## config.mk

```make
export PLATFORM = sky130hd
export DESIGN_NAME = snake_position_gen
export DESIGN_NICKNAME = d
export VERILOG_FILES = /design/src/rtl/snake_pkg.sv /design/src/rtl/snake_seg_buffer.sv /design/src/rtl/snake_position_gen.sv
export SDC_FILE = /design/constraint.sdc
export NUM_CORES = 1
export LEC_CHECK = 0
export ABC_AREA = 1
export ABC_CLOCK_PERIOD_IN_PS = 4500
export CORE_AREA = 3 3 204 206
export CTS_BUF_LIST = sky130_fd_sc_hd__clkbuf_4 sky130_fd_sc_hd__clkbuf_8
export DETAILED_ROUTE_END_ITERATION = 6
export DIE_AREA = 0 0 207 209
export PLACE_DENSITY_LB_ADDON = 0.1
export SETUP_SLACK_MARGIN = 0.05
export SLEW_MARGIN = 20
export SYNTH_ARGS = -nofsm -noshare
export SYNTH_HDL_FRONTEND = slang
export SYNTH_SLANG_ARGS = --single-unit
```

## constraint.sdc

```tcl
create_clock -name clk -period 4.5 [get_ports clk]
set_input_delay 1.35 -clock clk [delete_from_list [all_inputs] [get_ports clk]]
set_output_delay 1.35 -clock clk [all_outputs]
set_load 0.02 [all_outputs]
```

## src/rtl/snake_pkg.sv

```systemverilog
// Shared types and helpers for the snake position generator and its segment buffer.
package snake_pkg;

  localparam int COORD_W = 20;

  typedef enum logic [1:0] {
    DIR_UP    = 2'b00,
    DIR_DOWN  = 2'b01,
    DIR_LEFT  = 2'b10,
    DIR_RIGHT = 2'b11
  } dir_t;

  typedef enum logic [1:0] {
    ST_IDLE,
    ST_SCAN,
    ST_DONE,
    ST_DEAD
  } state_t;

  // Opposite directions share the axis bit and differ only in the sign bit.
  function automatic logic isReverse(input logic [1:0] a, input logic [1:0] b);
    return (a[1] == b[1]) && (a[0] != b[0]);
  endfunction

endpackage

```

## src/rtl/snake_seg_buffer.sv

```systemverilog
// Body-segment history: a shift register of (x,y) pairs fed from the old head,
// with a combinational indexed read port for the body scan.
module snake_seg_buffer
  import snake_pkg::*;
#(
  parameter int                 DEPTH   = 15,
  parameter int                 IDX_W   = 4,
  parameter logic [COORD_W-1:0] STEP    = 20'd16,
  parameter logic [COORD_W-1:0] START_X = 20'd400,
  parameter logic [COORD_W-1:0] START_Y = 20'd240
) (
  input  logic               clk,
  input  logic               resetn,
  input  logic               shiftEn,
  input  logic [COORD_W-1:0] inX,
  input  logic [COORD_W-1:0] inY,
  input  logic [IDX_W-1:0]   rdIdx,
  output logic [COORD_W-1:0] rdX,
  output logic [COORD_W-1:0] rdY
);

  logic [COORD_W-1:0] segX [DEPTH];
  logic [COORD_W-1:0] segY [DEPTH];

  for (genvar k = 0; k < DEPTH; k++) begin : g_seg
    localparam logic [COORD_W-1:0] RST_X = START_X - COORD_W'(k + 1) * STEP;

    // NOTE: this storage is reset (unlike a plain RAM) because the initial snake
    // body is a defined horizontal line that is scanned on the very first move.
    always_ff @(posedge clk or negedge resetn) begin
      if (!resetn) begin
        segX[k] <= RST_X;
        segY[k] <= START_Y;
      end else if (shiftEn) begin
        if (k == 0) begin
          segX[k] <= inX;
          segY[k] <= inY;
        end else begin
          segX[k] <= segX[k-1];
          segY[k] <= segY[k-1];
        end
      end
    end
  end

  assign rdX = segX[rdIdx];
  assign rdY = segY[rdIdx];

endmodule

```

## src/rtl/snake_position_gen.sv

```systemverilog
// Snake head/length owner: moves the head on each tick, shifts the body history,
// then streams the body one segment per cycle to the collision detector.
module snake_position_gen
  import snake_pkg::*;
#(
  parameter int                 MAX_LEN   = 16,
  parameter int                 START_LEN = 3,
  parameter logic [COORD_W-1:0] STEP      = 20'd16,
  parameter logic [COORD_W-1:0] START_X   = 20'd400,
  parameter logic [COORD_W-1:0] START_Y   = 20'd240
) (
  input  logic               clk,
  input  logic               resetn,
  input  logic               move_tick,
  input  logic [1:0]         dir,
  input  logic               grow,
  input  logic               game_over,
  output logic [COORD_W-1:0] head_x,
  output logic [COORD_W-1:0] head_y,
  output logic [COORD_W-1:0] body_x,
  output logic [COORD_W-1:0] body_y,
  output logic               body_valid,
  output logic               scan_done,
  output logic [5:0]         length,
  output logic               alive
);

  localparam int         SEG_DEPTH = MAX_LEN - 1;
  localparam int         SEG_IDX_W = (SEG_DEPTH > 1) ? $clog2(SEG_DEPTH) : 1;
  localparam logic [5:0] MAX_LEN_V = 6'(MAX_LEN);
  localparam logic [5:0] START_LEN_V = 6'(START_LEN);

  state_t             state, stateNext;
  logic [5:0]         idx, idxNext;
  logic               doMove;
  dir_t               curDir, effDir;
  logic               pendingMove, growPending;
  logic [5:0]         lenReg;
  logic [COORD_W-1:0] headX, headY, nextHeadX, nextHeadY;
  logic [COORD_W-1:0] segRdX, segRdY;

  // NOTE: every always_comb output gets a default first so no path can infer a latch.
  always_comb begin
    stateNext = state;
    idxNext   = idx;
    doMove    = 1'b0;
    case (state)
      ST_IDLE: begin
        if (move_tick || pendingMove) begin
          doMove    = 1'b1;
          stateNext = ST_SCAN;
          idxNext   = '0;
        end
      end
      ST_SCAN: begin
        if (game_over) begin
          stateNext = ST_DEAD;
        end else if (idx == lenReg - 6'd2) begin
          stateNext = ST_DONE;
        end else begin
          idxNext = idx + 6'd1;
        end
      end
      ST_DONE: stateNext = ST_IDLE;
      ST_DEAD: stateNext = ST_DEAD;
      default: stateNext = ST_IDLE;
    endcase
  end

  assign effDir = isReverse(dir, curDir) ? curDir : dir_t'(dir);

  always_comb begin
    nextHeadX = headX;
    nextHeadY = headY;
    case (effDir)
      DIR_UP:    nextHeadY = headY - STEP;
      DIR_DOWN:  nextHeadY = headY + STEP;
      DIR_LEFT:  nextHeadX = headX - STEP;
      DIR_RIGHT: nextHeadX = headX + STEP;
      default:   nextHeadX = headX;
    endcase
  end

  // NOTE: sequential state uses non-blocking assignments so all registers see pre-edge values.
  always_ff @(posedge clk or negedge resetn) begin
    if (!resetn) begin
      state <= ST_IDLE;
      idx   <= '0;
    end else begin
      state <= stateNext;
      idx   <= idxNext;
    end
  end

  always_ff @(posedge clk or negedge resetn) begin
    if (!resetn) begin
      headX       <= START_X;
      headY       <= START_Y;
      curDir      <= DIR_RIGHT;
      lenReg      <= START_LEN_V;
      pendingMove <= 1'b0;
      growPending <= 1'b0;
    end else if (doMove) begin
      headX       <= nextHeadX;
      headY       <= nextHeadY;
      curDir      <= effDir;
      pendingMove <= 1'b0;
      // A grow arriving with this move is held for the following one.
      growPending <= grow;
      if (growPending && (lenReg < MAX_LEN_V)) begin
        lenReg <= lenReg + 6'd1;
      end
    end else if (state != ST_DEAD) begin
      growPending <= growPending | grow;
      if (state != ST_IDLE && move_tick) begin
        pendingMove <= 1'b1;
      end
    end
  end

  snake_seg_buffer #(
    .DEPTH  (SEG_DEPTH),
    .IDX_W  (SEG_IDX_W),
    .STEP   (STEP),
    .START_X(START_X),
    .START_Y(START_Y)
  ) u_seg_buffer (
    .clk    (clk),
    .resetn (resetn),
    .shiftEn(doMove),
    .inX    (headX),
    .inY    (headY),
    .rdIdx  (idx[SEG_IDX_W-1:0]),
    .rdX    (segRdX),
    .rdY    (segRdY)
  );

  assign head_x     = headX;
  assign head_y     = headY;
  assign body_valid = (state == ST_SCAN);
  assign body_x     = body_valid ? segRdX : '0;
  assign body_y     = body_valid ? segRdY : '0;
  assign scan_done  = (state == ST_DONE);
  assign length     = lenReg;
  assign alive      = (state != ST_DEAD);

endmodule

```

==> summary by stage <==
Run status
The run finished with clean final reports.

Placed design
The number of I/O port buffers is 79. In this run the cell area measured after placement is 0.02701 mm². Routability-driven placement finished with a final weighted congestion of 0.8625. The half-perimeter wire length of the detailed placement result is 38.86 mm. After detailed placement, the design holds a cell count of 3682.

Worst setup path
Walking the worst path, the cells encountered are buf_12 > bufbuf_16 > o21ai_0 > o211ai_1 > nand3_1 > nand2_1 > nor2_1 > clkdlybuf4s50_1. The worst register-to-register path begins at curDir[1]. The element type at the critical path start is a register. The endpoint of the most critical register-to-register path is head_x[10].

The data arrival time of the critical path is 3.10 ns. The required time at the worst-slack endpoint is 3.15 ns. The cell type of the slowest stage on the worst timing path is sky130_fd_sc_hd__clkdlybuf4s50_1. The worst setup path is captured at a primary output. The worst setup path is of the reg2out kind. Across all register-to-register paths, the minimum setup slack is 1.94 ns. Together, buffers and inverters on the worst path number 3.

The top cell family by delay on the critical path is buffers and inverters. Measured in cells, the most critical reg-to-reg path has a length of 13. The maximum fanout along the worst path is 51.

The largest single stage delay on the critical path is 0.63 ns.

Finish
The sequential cells in the finished layout cover a total of 0.01341 mm². The antenna diode count is 0. After the last flow step, the layout net total stands at 3292.

The finished layout holds 3846 standard cells, fillers aside. The final core area utilization is 72.81%. The post-layout instance area is 0.02899 mm². The number of filler cells placed in the layout is 3179. Relative to the synthesized area, the layout overhead comes to 11.71%.

The area taken by multi-input logic gates is 0.01010 mm². The post-route netlist has 10.39% of its cells at a drive strength greater than 1.

Logic synthesis
Among all cell types in the netlist, the one instantiated most often is sky130_fd_sc_hd__nand2_1. The register area share after synthesis is 51.63%. The number of warning messages in the yosys log is 0.

The count of unique library cells instantiated by Yosys is 36. In the synthesized netlist the async set-or-reset flop fraction comes to 100.0%. Sorting the synthesized cells by area gives the leading types as sky130_fd_sc_hd__dfrtp_1, sky130_fd_sc_hd__nand2_1, sky130_fd_sc_hd__o21ai_0, sky130_fd_sc_hd__dfstp_2, sky130_fd_sc_hd__inv_1.

The share of the synthesized area in the top cell type is 40.49%. The per-instance average area after synthesis is 8.033 µm². Synthesis produced a netlist whose cell count is 3231. The largest total area in the synthesized netlist belongs to sky130_fd_sc_hd__dfrtp_1. For this run, the leading register cell type out of synthesis is sky130_fd_sc_hd__dfrtp_1. In this run, synthesis inferred 0 flip-flops with an integrated enable. The flip-flop and latch count after synthesis is 530. After synthesis the cells add up to 0.02595 mm². Ranked by instance count, the synthesized netlist is headed by sky130_fd_sc_hd__nand2_1, sky130_fd_sc_hd__o21ai_0, sky130_fd_sc_hd__dfrtp_1.

Drt
Dividing the detail-routed via count by the number of cells gives 5.658. The number of detailed-route iterations in the first pass is 5. The number of violations reported at the end of detailed-routing iteration 0 is 2203. The number of antenna-violating nets in the routed design is 0.

Summing over every cut layer, the via total after detailed routing is 21.76k. The DRC violation count after routing is 0. After detailed routing, the average wire length per cell comes to 16.65 µm. The final layout contains routed wiring with a total length of 64.05 mm.

STA
After layout, the minimum clock period comes to 4.450 ns. The accumulated negative setup slack is 0 ns. Dividing the final minimum period by the clock period gives 98.90%. Setup violations remaining at the end of the flow were counted as 0. The max-slew headroom at the worst pin is 39.25%. The clock arrives with 0.03284 ns of skew. The slew at the pin closest to its max-slew limit is 0.9112 ns.

The hold violation count in the final report is 0. The fmax is 0.2247 GHz. The final-report max-slew violation count was 0. Setup repair after global routing could not meet its margin everywhere.

Die
The area of the die is 0.04326 mm². The region available for standard cell placement spans 0.03982 mm². The horizontal extent of the die is 207 µm.

The floorplan step set the die height to 209 µm. For this configuration, the core starts out at a cell density of 65.18%. The number of top-level pins is 96.

The row count is 73.

Global route
The total grt overflow is 0. The wire length of the first global-routing pass is 106.8 mm. The via count of the first global-routing pass is 20.78k.

The global-route usage over all layers is 29.66%. The initial antenna violation count is 1. The largest net degree at the start of global routing is 141.

Clock tree
Counting along the longest clock path gives a buffer depth of 3. TritonCTS built the clock tree. Clock tree synthesis found a total of 530 sinks.

Clock-pin slew was measured on the worst setup and hold paths at 0.06 ns. CTS built an H-tree with a depth of 3. The post-cts hold buffer count is 0. The later pin in the worst-skew pair is clocked with a latency of 0.66 ns. The number of buffers added by the clock tree synthesis step is 88. The cell sitting at the root of the clock tree is a sky130_fd_sc_hd__clkbuf_8.

Pwr
The peak supply drop is 375.4 µV. The power density over the cells is 650.0 mW/mm². Summed over all cells, the static leakage comes to 13.92 nW.

Hold path
Counting instances, the worst hold path has a depth of 2. In this run the worst hold path is classified as reg2reg. The critical hold path startpoint is u_seg_buffer.segX[265]. The sink of the worst hold path is u_seg_buffer.segX[245].

Run
The count of max-cap constraint violations is 0.
## metrics by stage
step | setup slack, ns | power, W | hold slack [ns]
5_1_grt | -0.04862 | 0.02030 | 0.4980
3_5_place_dp | 0.4742 | 0.01423 | 0.4725
4_1_cts | 0.05002 | 0.01882 | 0.4832
2_1_floorplan | 1.083 | 0.01218 | 0.4530
6_report | 0.04966 | 0.01885 | 0.4777
3_3_place_gp | 0.5388 | 0.01394 | 0.4649
## worst max-delay path by stage
stage / endpoint / cells after the start / slack [ns] / startpoint
3_3_place_gp: head_x[18] / 16 / 0.54 / dir[1]
2_1_floorplan: head_x[10] / 12 / 1.08 / dir[1]
4_1_cts: body_y[19] / 8 / 0.05 / idx[0]
5_1_grt: body_y[19] / 9 / -0.05 / idx[0]
3_5_place_dp: head_x[18] / 16 / 0.47 / dir[1]
6_report: body_y[19] / 8 / 0.05 / idx[0]
## worst register-to-register path, delay by kind of cell (launching register included)
kind	cells	cell delay [ns]
adder cells (fa/ha/maj)	1	0.32
buffers and inverters	3	0.33
AO/OA/AOI/OAI	3	0.45
flip-flops	1	0.54
AND/OR/NAND/NOR	6	0.79
## where the power goes
group / internal (W) / switching (W) / total, W
clock network: 0.00255 / 0.00195 / 0.00450
logic: 0.00239 / 0.00411 / 0.00650
registers: 0.00671 / 0.00114 / 0.00785
total: 0.0116 / 0.00720 / 0.0188
## cells in the final DEF (no fill, tap or decap), drive strengths merged, types with 7 or more instances in the layout
master         count
a21oi            255
buf               49
clkbuf           151
clkdlybuf4s50     51
clkinv             7
conb              16
dfrtp            420
dfstp            110
dlygate4sd2       22
ha                35
inv              394
nand2            873
nand3            113
nand3b             8
nor2              73
o211ai            64
o21ai            592
o221ai            32
xor2              14
## area by class of cell
class	instances	area share [%]
inverters	390	5.092
clock inverters	13	0.2934
repair buffers	129	5.010
well taps	525	2.266
flip-flops and latches	530	46.24
clock buffers	150	6.279
multi-input cells	2109	34.82
## routing by layer
metal	up-vias	track usage (%)	wire length, µm
met5	-	0	0
met4	0	7.631	1304
met3	99	5.660	4927
met2	803	45.36	28790
met1	10344	44.14	29030
li1	10513	-	-
## flip-flops by register name, indices dropped and copies added, names as in the netlist
name / cells
head_x: 16
head_y: 16
idx: 6
pendingMove: 1
u_seg_buffer.segX: 240
growPending: 1
u_seg_buffer.segY: 240
length: 6
curDir: 2
state: 2
## timing repair
| item | in CTS | in global routing |
|---|---|---|
| resized for setup | 37 | 11 |
| gates cloned | 1 | 0 |
| setup buffers | 0 | 0 |
| hold endpoints to repair | 0 | 0 |
| endpoints found under the setup margin | 32 | 10 |
## kinds of logic after synthesis
family | synth area share (%)
adder cells (fa/ha/maj) | 1.842
AND/OR/NAND/NOR | 16.66
other | 0.01445
XOR/XNOR | 0.6749
AO/OA/AOI/OAI | 19.40
buffers and inverters | 9.781
flip-flops | 51.63
Note: power is estimated with default switching activity, not from simulation.
